[config.mk]
export PLATFORM = sky130hd
export DESIGN_NAME = board_input_conditioner
export DESIGN_NICKNAME = d
export VERILOG_FILES = /design/src/rtl/board_input_conditioner.sv
export SDC_FILE = /design/constraint.sdc
export NUM_CORES = 1
export LEC_CHECK = 0
export CORE_MARGIN = 5
export CORE_UTILIZATION = 65
export CTS_BUF_LIST = sky130_fd_sc_hd__clkbuf_8
export DETAILED_ROUTE_END_ITERATION = 6
export DONT_BUFFER_PORTS = 1
export GPL_ROUTABILITY_DRIVEN = 1
export GPL_TIMING_DRIVEN = 0
export HOLD_SLACK_MARGIN = 0.06
export PLACE_DENSITY = 0.91
export REMOVE_ABC_BUFFERS = 1
export SYNTH_ARGS = -nofsm -noshare
export SYNTH_HDL_FRONTEND = slang
export SYNTH_SLANG_ARGS = --single-unit
[constraint.sdc]
create_clock -name clk -period 3.75 [get_ports clk]
set_clock_uncertainty 0.1 [all_clocks]
set_input_delay 0.5625 -clock clk [delete_from_list [all_inputs] [get_ports clk]]
set_output_delay 0.5625 -clock clk [all_outputs]
set_load 0.03 [all_outputs]
[src/rtl/board_input_conditioner.sv]
// Board button/switch conditioner: 2-flop sync, per-bit debounce, press/release pulses, core-select index.
// Optional auto-repeat on keys 0/1 when BOARD_INPUT_AUTO_REPEAT_EN is defined.
module board_input_conditioner #(
  parameter int NUM_KEYS        = 3,
  parameter int NUM_SW          = 10,
  parameter int DEBOUNCE_CYCLES = 10000,
  parameter int NUM_CORES       = 8,
  parameter int ID_WIDTH        = 4,
  parameter int REPEAT_CYCLES   = 500000
) (
  input  logic                clk,
  input  logic                rst,
  input  logic [NUM_KEYS-1:0] key_n_in,
  input  logic [NUM_SW-1:0]   sw_in,
  output logic [NUM_KEYS-1:0] key_level,
  output logic [NUM_KEYS-1:0] key_press,
  output logic [NUM_KEYS-1:0] key_release,
  output logic [NUM_SW-1:0]   sw_level,
  output logic [31:0]         peek_address,
  output logic [ID_WIDTH-1:0] peek_id
);

  localparam int N = NUM_KEYS + NUM_SW;
  localparam int CNT_W = (DEBOUNCE_CYCLES > 1) ? $clog2(DEBOUNCE_CYCLES) : 1;
  localparam logic [CNT_W-1:0] CNT_LAST = CNT_W'(DEBOUNCE_CYCLES - 1);
  localparam logic [N-1:0] KEY_MASK = {{NUM_SW{1'b0}}, {NUM_KEYS{1'b1}}};
  localparam logic [ID_WIDTH-1:0] ID_LAST = ID_WIDTH'(NUM_CORES - 1);

  logic [N-1:0]        sync1_q, sync2_q;
  logic [N-1:0]        level_q, level_d;
  logic [N-1:0]        synced;
  logic [CNT_W-1:0]    cnt_q [N];
  logic [CNT_W-1:0]    cnt_d [N];
  logic [NUM_KEYS-1:0] key_press_q, key_press_d;
  logic [NUM_KEYS-1:0] key_release_q, key_release_d;
  logic [NUM_KEYS-1:0] key_rise, key_fall, rpt_fire;
  logic [ID_WIDTH-1:0] peek_id_q, peek_id_d;
  logic                id_inc, id_dec, id_clr;

  // Keys and switches share one sync/debounce path; keys are flipped to active-high after sync.
  assign synced = sync2_q ^ KEY_MASK;

  always_comb begin
    level_d = level_q;
    for (int i = 0; i < N; i++) begin
      cnt_d[i] = '0;
      if (synced[i] != level_q[i]) begin
        if (cnt_q[i] == CNT_LAST) level_d[i] = synced[i];
        else                      cnt_d[i] = cnt_q[i] + CNT_W'(1);
      end
    end
  end

  assign key_rise = level_d[NUM_KEYS-1:0] & ~level_q[NUM_KEYS-1:0];
  assign key_fall = ~level_d[NUM_KEYS-1:0] & level_q[NUM_KEYS-1:0];

`ifdef BOARD_INPUT_AUTO_REPEAT_EN
  localparam int RPT_W = (REPEAT_CYCLES > 1) ? $clog2(REPEAT_CYCLES) : 1;
  localparam logic [RPT_W-1:0] RPT_LAST = RPT_W'(REPEAT_CYCLES - 1);
  localparam int NUM_RPT = (NUM_KEYS < 2) ? NUM_KEYS : 2;

  logic [RPT_W-1:0] rpt_q [NUM_RPT];
  logic [RPT_W-1:0] rpt_d [NUM_RPT];

  // Counter only runs while the key is held and not being released this cycle.
  always_comb begin
    rpt_fire = '0;
    for (int k = 0; k < NUM_RPT; k++) begin
      rpt_d[k] = '0;
      if (level_q[k] && level_d[k]) begin
        if (rpt_q[k] == RPT_LAST) rpt_fire[k] = 1'b1;
        else                      rpt_d[k] = rpt_q[k] + RPT_W'(1);
      end
    end
  end

  always_ff @(posedge clk) begin
    if (rst) begin
      for (int k = 0; k < NUM_RPT; k++) rpt_q[k] <= '0;
    end else begin
      for (int k = 0; k < NUM_RPT; k++) rpt_q[k] <= rpt_d[k];
    end
  end
`else
  logic [31:0] rpt_cycles_unused;
  assign rpt_cycles_unused = 32'(REPEAT_CYCLES);
  assign rpt_fire = '0;
`endif

  assign key_press_d   = key_rise | rpt_fire;
  assign key_release_d = key_fall;

  generate
    if (NUM_KEYS > 2) begin : g_clr
      assign id_clr = key_press_q[2];
    end else begin : g_no_clr
      assign id_clr = 1'b0;
    end
    if (NUM_KEYS > 1) begin : g_dec
      assign id_dec = key_press_q[1];
    end else begin : g_no_dec
      assign id_dec = 1'b0;
    end
    if (NUM_KEYS > 0) begin : g_inc
      assign id_inc = key_press_q[0];
    end else begin : g_no_inc
      assign id_inc = 1'b0;
    end
  endgenerate

  always_comb begin
    peek_id_d = peek_id_q;
    if (id_clr) begin
      peek_id_d = '0;
    end else if (id_inc && !id_dec) begin
      peek_id_d = (peek_id_q == ID_LAST) ? '0 : peek_id_q + ID_WIDTH'(1);
    end else if (id_dec && !id_inc) begin
      peek_id_d = (peek_id_q == '0) ? ID_LAST : peek_id_q - ID_WIDTH'(1);
    end
  end

  always_ff @(posedge clk) begin
    if (rst) begin
      sync1_q       <= KEY_MASK;
      sync2_q       <= KEY_MASK;
      level_q       <= '0;
      for (int i = 0; i < N; i++) cnt_q[i] <= '0;
      key_press_q   <= '0;
      key_release_q <= '0;
      peek_id_q     <= '0;
    end else begin
      sync1_q       <= {sw_in, key_n_in};
      sync2_q       <= sync1_q;
      level_q       <= level_d;
      for (int i = 0; i < N; i++) cnt_q[i] <= cnt_d[i];
      key_press_q   <= key_press_d;
      key_release_q <= key_release_d;
      peek_id_q     <= peek_id_d;
    end
  end

  assign key_level    = level_q[NUM_KEYS-1:0];
  assign sw_level     = level_q[N-1:NUM_KEYS];
  assign key_press    = key_press_q;
  assign key_release  = key_release_q;
  assign peek_id      = peek_id_q;
  assign peek_address = 32'(sw_level);

endmodule

## After elaboration in Yosys (flattened, before gate mapping)

Memory sizes are Yosys's and may differ from the RTL's.
Cells that the tools add are included.
Widths: inputs -> output; s select.

- Flip-flop bits (word level): 49
- RAM bits: 182
- Input port bits: 15
- Output and inout port bits: 55
- Word-level logic and storage cells: 146
- Memories: 1

- Add/sub/neg operators: 15
- Equality and inequality tests: 27
- Mux-type cells: 52
- Bitwise operators: 18
- Reductions and logical operators: 17

Memories:

| memory | words | bits a word | read ports | clocked after Yosys merged registers in | wr ports | line | RTL |
|---|---|---|---|---|---|---|---|
| cnt_q | 13 | 14 | 13 | 0 | 13 | 32 | `logic [CNT_W-1:0] cnt_q [N];` |

Operators by type and width:

| operator | count |
|---|---|
| $mux 14 | 39 |
| $add 14x1->14 const B | 13 |
| $eq 14x14->1 const B | 13 |
| $reduce_and 2->1 | 10 |
| $mux 4 | 4 |
| $ne 1x1->1 | 13 |
| $or 1x1->1 | 13 |
| $mux 1 | 9 |
| $not 3->3 | 3 |
| $and 3x3->3 | 2 |
| $add 4x1->4 const B | 1 |
| $eq 4x3->1 const B | 1 |
| $logic_not 4->1 | 1 |
| $sub 4x1->4 const B | 1 |
| $logic_and 1x1->1 | 2 |
| $logic_not 1->1 | 2 |
| $reduce_bool 2->1 | 1 |
| $reduce_or 2->1 | 1 |

## Longest topological paths before layout

An unclocked memory read counts as a cell.

- Depth in word-level cells: 6
- Depth in mapped cells: 7
- Depth with buffers taken out: 6

## Worst setup path after synthesis

No wires, ideal clock.

- Path type: reg-to-reg
- From: memory cnt_q[0][11] (netlist name)
- To: memory cnt_q[0][13] (netlist name)
- Setup time: 0.115 ns
- Data arrival time: 1.674 ns
- Data required time: 3.535 ns
- Path slack: 1.861 ns
- Stages on the path, launching flop included: 6
- Buffers on the path: 1
- Clock period less this slack: 1.889 ns
- Path through: dfxtp_1 > or4b_1 > or4_4 > nand2_1 > buf_4 > nor2_1

RTL lines:

| what | line |
|---|---|
| start, declared | 32 |

==> results_dict.tcl <==
set metrics [dict create \
    global_route_wire_length_before_repair_mm 31.3 \
    grt_util_all_layers 0.205 \
    critPathCaptureType "flip-flop" \
    cp.arrival_ns 2.41 \
    cts_made_buffers 38 \
    r2r-end "cnt_q[0][5]" \
    synth_area_per_cell_um2 9.00 \
    grt_start_max_net_pins 51 \
    synth_edf_count 0 \
    yosys_register_bits 231 \
    pwr_density_cell_nw_per_um2 445 \
    drive_gt1_frac 0.0795 \
    setup_viol 0 \
    path_max_fanout 13 \
    syn_inst_count 1092 \
    startpoint "cnt_q[0][11]" \
    cts-resized-gates 0 \
    worstSkewPairLatency_ns 0.53 \
    design.core.area_um2 15000 \
    floorplan_die_area_um2 17700 \
    number_of_global_route_vias_before_repair 7080 \
    reg2reg_depth 4 \
    detailed_route_drc_error_count 0 \
    cpLargestDelayFamily "simple AND/OR/NAND/NOR gates" \
    drt-total-wl_mm 17.8 \
    antenna_left 0 \
    timing.final.crit_period_ns 2.13 \
    async_flop_share 0 \
    synth.yosys.seq_area_share 0.471 \
    rsz0062_at_grt "no" \
    detailroute.wirelength.met3_um 811 \
    path_clk_slew_ns 0.06 \
    htree_num_levels 2 \
    fin_hold_ws_ns 0.0927 \
    worstReg2RegStart "cnt_q[0][11]" \
    detailroute.wirelength.met2_mm 8.73 \
    die_x_um 133 \
    cts_tree "yes" \
    cts_sinks 231 \
    wire_per_inst_um 13.5 \
    cts-root-to-sink-buffers 3 \
    cts.repair_timing.setup_buffer_count 0 \
    drt-met1-wl_mm 7.89 \
    die_h_um 133 \
    outcome "completed" \
    critPathRequiredTime_ns 4.03 \
    dpl.cell_count 1241 \
    core.rowCount 45 \
    dominantRegCellSynth "dfxtp_1" \
    num-nets-final 1135 \
    clk_root_buf "clkbuf_8" \
    syn_area_um2 9820 \
    globalRouteOverflowTotal 0 \
    place.detailed.hpwl_mm 11.1 \
    top_signal_layer_used "met4" \
    finish.cell_count_without_fillers 1320 \
    drt_pre_antenna_iters 5 \
    worstSetupPathType "reg -> reg" \
    report.final.slew_viol_count 0 \
    port_buffers 0 \
    route.detailed.vias_per_inst 5.39 \
    power.ir.vdd_worst_v 0.000349 \
    yosys.cell_types.count 46 \
    totalNegativeSetupSlack_ns 0 \
    globalplace.congestion 0.859 \
    holdCritPathClass "in -> reg" \
    syn_to_final_growth_pct 8.42 \
    timing.final.crit_share 0.568 \
    timing.slew.headroom 0.532 \
    cp_cell_sequence "or4b_1 > or4_4 > nand2_1 > nor2_1" \
    boundaryPins 70 \
    crit_slowest_cell "or4_4" \
    drt_iter0_markers 379 \
    crit_buf_inv 0 \
    ctsHoldBuffers 11 \
    antenna_found_initial 0 \
    max_clock_freq_ghz 0.469 \
    hold_viol_final 0 \
    crit_cells 4 \
    static-leakage-power_nw 3.41 \
    critical-path-max-stage-delay_ns 0.57 \
    crit_end "cnt_q[0][5]" \
    cp-start-kind "flip-flop" \
    drv.max_cap_violation_count 0 \
    antenna_cells 0 \
    r2r_setup_slack_ns 1.62 \
    synth_warnings 0 \
    vias 7119 \
    floorplan.initialDensity 0.653 \
    tightest_slew_ns 0.702 \
]
==> logic make-up after synthesis <==
| group | synth area share |
|---|---|
| and+or+nand+nor | 0.285 |
| muxes | 0.0122 |
| other | 0.000382 |
| AOI/OAI and AO/OA | 0.0103 |
| buffers and inverters | 0.0517 |
| xor gates and xnor gates | 0.149 |
| DFF | 0.471 |
| adders and majority gates | 0.0204 |
==> worst min path at each step <==
stage                    start          end  slack (ns)  cells past startpoint
floorplan           sync1_q[0]   sync2_q[0]        0.29                      1
global route          sw_in[4]   sync1_q[7]        0.07                      1
CTS                   sw_in[5]   sync1_q[8]        0.06                      1
finish                sw_in[8]  sync1_q[11]        0.09                      1
detailed placement  sync1_q[1]   sync2_q[1]        0.29                      1
global placement    sync1_q[1]   sync2_q[1]        0.29                      1
==> cell usage in the layout (no fill, tap or decap), types with 2 or more instances in the layout <==
| master | n |
|---|---|
| a211oi_1 | 2 |
| a21oi_1 | 8 |
| and2_1 | 2 |
| and3_1 | 17 |
| and4_1 | 8 |
| clkbuf_8 | 45 |
| clkinv_2 | 5 |
| clkinvlp_4 | 8 |
| conb_1 | 22 |
| dfxtp_1 | 231 |
| dlygate4sd3_1 | 10 |
| ha_1 | 16 |
| inv_1 | 42 |
| mux2i_1 | 12 |
| nand2_1 | 51 |
| nand2_2 | 2 |
| nand2b_1 | 2 |
| nand3_1 | 52 |
| nand4_1 | 49 |
| nand4bb_1 | 3 |
| nor2_1 | 215 |
| nor2b_1 | 20 |
| nor3_1 | 60 |
| nor4_1 | 25 |
| nor4_2 | 4 |
| nor4b_1 | 2 |
| or2_2 | 12 |
| or3_1 | 9 |
| or4_1 | 2 |
| or4_4 | 3 |
| or4b_1 | 6 |
| or4b_2 | 5 |
| xnor2_1 | 122 |
| xor2_1 | 45 |
==> layout make-up <==
class                           instances  area, um2
Tap cell                              188        235
Inverter                               34        128
Multi-Input combinational cell        788       4770
Clock buffer                           45        619
Timing Repair Buffer                   11        120
Sequential cell                       231       4620
Clock inverter                         23        154
Fill cell                            1057       4380
==> flip-flops by register name (all words and copies together) (netlist names) <==
register / count
key_release: 3
peek_id: 4
key_press: 3
level_q: 13
sync1_q: 13
cnt_q: 182
sync2_q: 13
==> synth_stat cells (all sizes together), types with 2 or more instances <==
master | instances | area [um2]
a21oi | 9 | 48.8
nand4 | 49 | 307
nor2b | 20 | 125
or3 | 9 | 56.3
mux2i | 12 | 120
nand3 | 52 | 260
nand2 | 53 | 204
buf | 48 | 335
nor2 | 215 | 807
or4 | 5 | 48.8
xnor2 | 122 | 1070
and3 | 18 | 114
nor4b | 2 | 17.5
ha | 16 | 200
nand2b | 2 | 12.5
dfxtp | 231 | 4620
or4b | 11 | 110
or2 | 13 | 81.3
and4 | 8 | 70.1
nor4 | 29 | 206
xor2 | 45 | 394
clkbuf | 12 | 45.0
nor3 | 60 | 300
nand4bb | 3 | 33.8
and2 | 2 | 12.5
a211oi | 2 | 15.0
inv | 34 | 128
==> per-stage QoR <==
stage / setup slack (ns) / cell area, um2 / utilization / power (mW)
6_report: 1.62 / 10700 / 0.708 / 4.74
5_1_grt: 1.53 / 10700 / 0.708 / 4.95
4_1_cts: 1.63 / 10700 / 0.708 / 4.80
3_5_place_dp: 1.65 / 9760 / 0.649 / 2.60
3_3_place_gp: 1.67 / 9760 / 0.649 / 2.60
2_1_floorplan: 1.84 / 9520 / - / 2.59
==> report_power, final <==
part	internal [mW]	total, mW	switching [mW]
combinational	0.0237	0.0859	0.0622
sequential	2.47	2.48	0.0103
clock	1.18	2.17	0.995
==> layer usage <==
metal / global-route usage / up-vias
met2: 0.357 / 122
met4: 0.0745 / 0
met1: 0.245 / 3315
met5: 0 / -
li1: - / 3648
met3: 0.0498 / 34
No activity file was read; power rests on OpenSTA's default activity.
